$ cat src/rtl/regfile_arbiter.sv
// Round-robin arbiter sharing one regfile access slot between requesters A and B.
// Each op takes three cycles (IDLE -> ISSUE -> RESP). Requests arriving while an op is in flight wait until IDLE.
module regfile_arbiter #(
    parameter int DATA_W  = 16,
    parameter int ADDR_W  = 4,
    parameter int PROT_LO = 14
) (
    input  logic              clk,
    input  logic              rst,

    input  logic              a_req,
    input  logic              a_we,
    input  logic [ADDR_W-1:0] a_sel1,
    input  logic [ADDR_W-1:0] a_sel2,
    input  logic [DATA_W-1:0] a_wdata,
    output logic              a_gnt,
    output logic              a_rvalid,
    output logic [DATA_W-1:0] a_rdata1,
    output logic [DATA_W-1:0] a_rdata2,
    output logic              a_err,

    input  logic              b_req,
    input  logic              b_we,
    input  logic [ADDR_W-1:0] b_sel1,
    input  logic [ADDR_W-1:0] b_sel2,
    input  logic [DATA_W-1:0] b_wdata,
    output logic              b_gnt,
    output logic              b_rvalid,
    output logic [DATA_W-1:0] b_rdata1,
    output logic [DATA_W-1:0] b_rdata2,
    output logic              b_err,

    output logic [ADDR_W-1:0] rf_sel1,
    output logic [ADDR_W-1:0] rf_sel2,
    output logic [DATA_W-1:0] rf_in,
    output logic              rf_write_en,
    input  logic [DATA_W-1:0] rf_out1,
    input  logic [DATA_W-1:0] rf_out2
);

    typedef enum logic [1:0] {IDLE, ISSUE, RESP} state_t;

    localparam logic [ADDR_W-1:0] PROT_IDX = ADDR_W'(PROT_LO);

    state_t            state, state_nxt;
    logic              owner_b;
    logic              last_b;
    logic              op_rej;
    logic              any_req;
    logic              pick_b;
    logic              sel_we;
    logic [ADDR_W-1:0] sel_s1;
    logic [ADDR_W-1:0] sel_s2;
    logic [DATA_W-1:0] sel_wd;
    logic              wr_ok;

    assign any_req = a_req | b_req;
    // On a tie, B wins only when A was granted last.
    assign pick_b  = b_req & (~a_req | ~last_b);

    assign sel_we = pick_b ? b_we    : a_we;
    assign sel_s1 = pick_b ? b_sel1  : a_sel1;
    assign sel_s2 = pick_b ? b_sel2  : a_sel2;
    assign sel_wd = pick_b ? b_wdata : a_wdata;
    assign wr_ok  = (sel_s1 != '0) && (sel_s1 < PROT_IDX);

    always_ff @(posedge clk or posedge rst) begin
        if (rst) begin
            state <= IDLE;
        end else begin
            state <= state_nxt;
        end
    end

    always_comb begin
        state_nxt = state;
        case (state)
            IDLE:    if (any_req) state_nxt = ISSUE;
            ISSUE:   state_nxt = RESP;
            RESP:    state_nxt = IDLE;
            default: state_nxt = IDLE;
        endcase
    end

    always_ff @(posedge clk or posedge rst) begin
        if (rst) begin
            owner_b     <= 1'b0;
            last_b      <= 1'b1;
            op_rej      <= 1'b0;
            rf_sel1     <= '0;
            rf_sel2     <= '0;
            rf_in       <= '0;
            rf_write_en <= 1'b0;
        end else begin
            case (state)
                IDLE: begin
                    if (any_req) begin
                        owner_b     <= pick_b;
                        last_b      <= pick_b;
                        rf_sel1     <= sel_s1;
                        rf_sel2     <= sel_s2;
                        rf_in       <= sel_wd;
                        rf_write_en <= sel_we & wr_ok;
                        op_rej      <= sel_we & ~wr_ok;
                    end else begin
                        rf_write_en <= 1'b0;
                    end
                end
                default: rf_write_en <= 1'b0;
            endcase
        end
    end

    assign a_gnt    = (state == ISSUE) & ~owner_b;
    assign b_gnt    = (state == ISSUE) &  owner_b;
    assign a_rvalid = (state == RESP)  & ~owner_b;
    assign b_rvalid = (state == RESP)  &  owner_b;

    // Regfile outputs are registered, so in RESP they hold the reads taken at the end of ISSUE.
    assign a_rdata1 = a_rvalid ? rf_out1 : '0;
    assign a_rdata2 = a_rvalid ? rf_out2 : '0;
    assign b_rdata1 = b_rvalid ? rf_out1 : '0;
    assign b_rdata2 = b_rvalid ? rf_out2 : '0;
    assign a_err    = a_rvalid & op_rej;
    assign b_err    = b_rvalid & op_rej;

endmodule

$ cat config.mk
export PLATFORM = sky130hd
export DESIGN_NAME = regfile_arbiter
export DESIGN_NICKNAME = d
export VERILOG_FILES = /design/src/rtl/regfile_arbiter.sv
export SDC_FILE = /design/constraint.sdc
export NUM_CORES = 1
export LEC_CHECK = 0
export ABC_AREA = 1
export CELL_PAD_IN_SITES_DETAIL_PLACEMENT = 1
export CELL_PAD_IN_SITES_GLOBAL_PLACEMENT = 2
export CORE_ASPECT_RATIO = 1.5
export CORE_MARGIN = 5
export CORE_UTILIZATION = 12
export CTS_CLUSTER_DIAMETER = 120
export DETAILED_ROUTE_END_ITERATION = 12
export GPL_ROUTABILITY_DRIVEN = 0
export GPL_TIMING_DRIVEN = 1
export PLACE_DENSITY_LB_ADDON = 0.1
export SYNTH_ARGS = -nofsm -noshare
export SYNTH_HDL_FRONTEND = slang
export SYNTH_SLANG_ARGS = --single-unit
$ cat constraint.sdc
create_clock -name clk -period 1.2 [get_ports clk]
set_input_delay 0.24 -clock clk [delete_from_list [all_inputs] [get_ports clk]]
set_output_delay 0.24 -clock clk [all_outputs]
set_load 0.01 [all_outputs]
==> impl_metrics.env, run 1 <==
export IMPL_path_clk_slew_ns=0.05
export IMPL_cts_max_level=2
export IMPL_syn_area_um2=1820
export IMPL_ys_types=20
export IMPL_total_power_w=0.00994
export IMPL_initial_core_util_pct=12.1
export IMPL_ys_seq_area_share_pct=41.3
export IMPL_fmax_mhz=569
export IMPL_syn_nets=364
export IMPL_leakage_nw=2.32
export IMPL_cts_sinks=30
export IMPL_drc_errors=0
export IMPL_grt_use_total_pct=12.0
export IMPL_grt_max_degree=31
export IMPL_rsz0062_at_grt="yes"
export IMPL_powerDensity_nw_per_um2=2080
export IMPL_dp_hpwl_mm=8.07
export IMPL_r2r_cells=7
export IMPL_grt_pass1_wl_mm=16.9
export IMPL_reg2reg_slack_ns=-0.24
export IMPL_fin_skew_ns=0.00673
export IMPL_critPathRequiredTime_ns=0.96
export IMPL_hold_class="primary input to async pin"
export IMPL_ant_nets=0
export IMPL_cap_violations=0
export IMPL_ir_drop_v=0.000957
export IMPL_design_area_um2=4780
export IMPL_yosys_warnings=0
export IMPL_start_kind="flip-flop"
export IMPL_grt_overflow_total=0
export IMPL_wl_per_cell_um=16.0
export IMPL_numCtsBuffers=5
export IMPL_worst_slack_ns=-0.556
export IMPL_finalSetupViolations=97
export IMPL_finalCriticalPeriod_ns=1.76
export IMPL_crit_path_end_kind="primary output"
export IMPL_viasPerCell=3.77
export IMPL_hold_violations=0
export IMPL_drive_above_1_share_pct=37.1
export IMPL_layout_commonest_cell="clkdlybuf4s50_1"
export IMPL_syn2layout_area_growth_pct=163
export IMPL_numPortBuffers=180
export IMPL_crit_type="flip-flop to primary output"
export IMPL_r2r_end="rf_in[15]"
export IMPL_synth_seq_cells=30
export IMPL_cts_hold_buffers=0
export IMPL_fin_hold_ws_ns=0.315
export IMPL_fin_setup_tns_ns=-39.27
export IMPL_finalCritPeriodShare_pct=146
export IMPL_fin_util_pct=31.9
export IMPL_grt_pass1_vias=2877
export IMPL_syn_area_per_cell_um2=6.55
export IMPL_startpoint="state[0]"
export IMPL_core_area_um2=15000
export IMPL_tightest_slew_ns=0.357
export IMPL_slew_viol_final=0
export IMPL_drt_iter0_markers=78
export IMPL_die_h_um=161
export IMPL_cp_endpoint="a_rdata1[13]"
export IMPL_critPathArrivalTime_ns=1.52
export IMPL_first_pass_iters=3
export IMPL_num_vias=2648
export IMPL_wl_mm=11.2
export IMPL_die_w_um=111
export IMPL_clockBufferDepth=2
export IMPL_status="finished, violations left"
export IMPL_rows=55
export IMPL_rr_startpoint="state[1]"
export IMPL_antenna_found_initial=1
export IMPL_nNetsFinal=588
export IMPL_maxSlewHeadroom_pct=76.2
export IMPL_cts_root_buf="clkbuf_16"
export IMPL_die_area_um2=17800
export IMPL_syn_inst=278
export IMPL_clk_latency_ns=0.28
export IMPL_final_cell_mix="clkdlybuf4s50_1 (83), nor2_1 (68), buf_2 (49), o21ai_1 (38), inv_1 (35)"
export IMPL_cts_tree="done"
export IMPL_io_pins=181
export IMPL_worst_path_max_fanout=6
export IMPL_violations="negative setup slack"
export IMPL_dpl_cell_area_um2=4130
## power by group
part | internal, W | total, W | switching (W) | leakage [nW]
registers | 0.00154 | 0.00185 | 0.000315 | 0.360
clock network | 0.00102 | 0.00148 | 0.000460 | 0.0829
logic | 0.00360 | 0.00660 | 0.00300 | 1.87
## metrics by stage
step / setup slack, ns / instances
after floorplan: -0.145 / 278
after global placement: -0.614 / 672
after detailed placement: -0.651 / 672
after CTS: -0.537 / 691
after global routing: -0.642 / 702
final: -0.556 / 702
## cell families (layout without fill, tap and decap cells)
logic type	after synthesis	in the layout	synth area share [%]
and+or+nand+nor	145	145	31.7
buffers and inverters	57	281	13.9
AOI/OAI and AO/OA	46	46	13.1
DFF	30	30	41.3
other	0	1	0
## repair_timing
action | 4_1_cts | 5_1_grt
gates cloned | 7 | 5
resized for setup | 388 | 56
endpoints found under the setup margin | 123 | 110
pin swaps | 10 | 4
setup buffers | 6 | 8
## cell type report
type / count / area, um2
clock inverters: 1 / 30.0
inverters: 42 / 173
diodes: 1 / 2.50
flip-flops and latches: 30 / 753
clock buffers: 6 / 139
multi-input cells: 191 / 1070
fillers: 1822 / 10200
well taps: 199 / 249
repair buffers: 232 / 2360
## per-layer routing
layer	share of wire [%]	global-route usage, %
met3	6.7	4.11
met4	1.1	3.03
met1	37	12.6
met2	56	22.7
met5	0	0
## critical path, stage by stage (launching register included)
cell and delay, ns:
dfrtp_2 0.44, buf_6 0.13, nor3_4 0.16, inv_4 0.11, clkbuf_16 0.18, nor2_1 0.08, buf_2 0.14
## cell usage after synthesis
cell type	instances	area share, %
o21ai_1	22	6.0
nor2_2	1	0.34
o21ai_0	19	5.2
nand3_1	5	1.4
nand2_2	1	0.34
nand2_1	37	7.6
buf_2	8	2.2
clkbuf_2	2	0.55
nor3_2	3	1.6
clkbuf_1	1	0.21
o21ai_2	1	0.48
nor3_1	2	0.55
inv_1	37	7.6
nor2_1	96	20
buf_6	3	1.9
a31oi_1	4	1.4
buf_4	1	0.41
dfstp_2	1	1.4
dfrtp_1	29	40
inv_2	5	1.0
## state kept, by name, indices dropped and copies added, names as in the netlist
register     flops
state            2
rf_sel1          4
rf_in           16
rf_write_en      1
op_rej           1
last_b           1
owner_b          1
rf_sel2          4
## worst min path at each step
stage	slack [ns]	to	from	depth (start not counted)
floorplan	0.33	op_rej	rst	1
global placement	0.46	last_b	last_b	2
detailed placement	0.47	last_b	last_b	2
CTS	0.32	rf_in[5]	rst	3
global route	0.35	rf_sel2[2]	rst	3
finish	0.31	rf_sel2[2]	rst	3
Note: power is estimated with default switching activity, not from simulation.
==> run 2: changes to the inputs <==
--- a/config.mk
+++ b/config.mk
@@ -14,7 +14,7 @@
 export CTS_CLUSTER_DIAMETER = 120
 export DETAILED_ROUTE_END_ITERATION = 12
 export GPL_ROUTABILITY_DRIVEN = 0
-export GPL_TIMING_DRIVEN = 1
+export GPL_TIMING_DRIVEN = 0
 export PLACE_DENSITY_LB_ADDON = 0.1
 export SYNTH_ARGS = -nofsm -noshare
 export SYNTH_HDL_FRONTEND = slang
==> impl_metrics.env, run 2 (synthesized netlist as in run 1, its figures left out) <==
export IMPL_die_w_um=111
export IMPL_wl_per_cell_um=15.7
export IMPL_numPortBuffers=180
export IMPL_cpPeakStageDelay_ns=0.39
export IMPL_layout_commonest_cell="clkdlybuf4s50_1"
export IMPL_rsz0062_at_grt="yes"
export IMPL_drive_above_1_share_pct=34.6
export IMPL_largest_register_ffs=16
export IMPL_grt_overflow_total=0
export IMPL_ir_drop_v=0.000608
export IMPL_finalSetupViolations=99
export IMPL_clk_latency_ns=0.27
export IMPL_cap_violations=0
export IMPL_multi_input_area_um2=1040
export IMPL_regMostFlops="rf_in"
export IMPL_hold_class="primary input to async pin"
export IMPL_grt_pass1_wl_mm=16.7
export IMPL_grt_pass1_vias=2850
export IMPL_path_clk_slew_ns=0.05
export IMPL_rows=55
export IMPL_nNetsFinal=577
export IMPL_die_area_um2=17800
export IMPL_critPathRequiredTime_ns=0.96
export IMPL_crit_path_end_kind="primary output"
export IMPL_clockBufferDepth=2
export IMPL_crit_type="flip-flop to primary output"
export IMPL_leakage_nw=2.15
export IMPL_io_pins=181
export IMPL_wl_mm=10.9
export IMPL_viasPerCell=3.73
export IMPL_fill_cells=1887
export IMPL_fin_cells=691
export IMPL_cts_max_level=2
export IMPL_start_kind="flip-flop"
export IMPL_cts_tree="done"
export IMPL_drt_iter0_markers=81
export IMPL_maxSlewHeadroom_pct=49.6
export IMPL_final_cell_mix="clkdlybuf4s50_1 (83), nor2_1 (76), buf_2 (67), inv_1 (36), o21ai_1 (35)"
export IMPL_worst_path_max_fanout=10
export IMPL_initial_core_util_pct=12.1
export IMPL_crit_path_top_delay_cell="dfrtp_1"
export IMPL_hold_violations=0
export IMPL_fin_skew_ns=0.00791
export IMPL_first_pass_iters=4
export IMPL_crit_chain="buf_6, nor3_4, inv_4, buf_8, nor2_1, buf_2"
export IMPL_status="finished, violations left"
export IMPL_dp_hpwl_mm=8.20
export IMPL_top_regs="rf_in: 16 flops, rf_sel1: 4 flops, rf_sel2: 4 flops"
export IMPL_syn2layout_area_growth_pct=135
export IMPL_ant_nets=0
export IMPL_finalCriticalPeriod_ns=1.70
export IMPL_critPathArrivalTime_ns=1.46
export IMPL_drc_errors=0
export IMPL_dp_cells=658
export IMPL_num_vias=2577
export IMPL_numCtsBuffers=5
export IMPL_antenna_found_initial=1
export IMPL_slew_viol_final=0
export IMPL_total_power_w=0.00826
export IMPL_fin_setup_tns_ns=-34.06
export IMPL_core_area_um2=15000
export IMPL_grt_use_total_pct=11.8
export IMPL_cts_sinks=30
export IMPL_die_h_um=161
export IMPL_finalCritPeriodShare_pct=141
export IMPL_violations="negative setup slack"
export IMPL_powerDensity_nw_per_um2=1930
export IMPL_worst_slack_ns=-0.497
export IMPL_cts_root_buf="clkbuf_16"
export IMPL_seqCellArea_um2=753
export IMPL_tightest_slew_ns=0.755
export IMPL_grt_max_degree=17
export IMPL_fmax_mhz=589
-- run 2: cell count changes in the layout (fill, tap and decap cells not counted), sizes merged --
cell           change
dlymetal6s2s       -1
buf               -10
bufbuf             -1
bufinv             -1
clkdlybuf4s15      -1
dlygate4sd2        +3
-- run 2: worst max-delay path: cells and delay by family (launching register included) --
kind,cells,cell delay (ns)
buf+inv,4,0.55
flops,1,0.39
simple gates,2,0.25
-- run 2: per-layer routing --
layer | share of wire [%] | track usage (%) | vias up
met1 | 39 | 12.9 | 1179
met2 | 53 | 21.8 | 121
met5 | 0 | 0 | -
li1 | - | - | 1272
met3 | 7.0 | 3.88 | 5
met4 | 0.99 | 2.86 | 0
-- run 2: worst paths after layout --
check | from | end | slack [ns] | cells past startpoint
max | owner_b | a_rdata2[13] | -0.50 | 6
min | rst | rf_in[9] | 0.40 | 2
max reg2reg | last_b | rf_in[0] | -0.15 | 6
min reg2reg | rf_sel2[0] | rf_sel2[0] | 0.48 | 2
max in group asynchronous | rst | last_b | 0.16 | 3
min in group clk | rf_sel2[0] | rf_sel2[0] | 0.48 | 2
-- run 2: repair_timing --
item / in CTS / in global routing
gates cloned: 6 / 2
hold buffers: 0 / 0
pin swaps: 8 / 8
setup buffers: 11 / 8
setup endpoints to repair: 124 / 110
resized for setup: 387 / 47
-- run 2: final cells by class --
class / instances / share of cell area, %
multi-input cells: 191 / 24.2
plain buffers: 14 / 4.47
repair buffers: 207 / 40.7
inverters: 42 / 4.03
clock buffers: 7 / 3.10
diodes: 1 / 0.0584
flip-flops and latches: 30 / 17.6
well taps: 199 / 5.81
-- run 2: per-stage QoR --
step / setup WS (ns) / utilization, % / hold slack, ns / cell area [um2]
final: -0.497 / 28.6 / 0.400 / 4280
after global placement: -0.778 / 26.1 / 0.465 / 3920
after CTS: -0.519 / 27.2 / 0.438 / 4080
after floorplan: -0.145 / - / 0.330 / 1870
after global routing: -0.585 / 28.6 / 0.460 / 4280
after detailed placement: -0.784 / 26.3 / 0.472 / 3950
-- run 2: power by group --
group / leakage, nW / switching [W] / internal [W]
clock network: 0.0640 / 0.000429 / 0.000757
logic: 1.73 / 0.00269 / 0.00254
registers: 0.360 / 0.000310 / 0.00154
total: 2.15 / 0.00343 / 0.00483
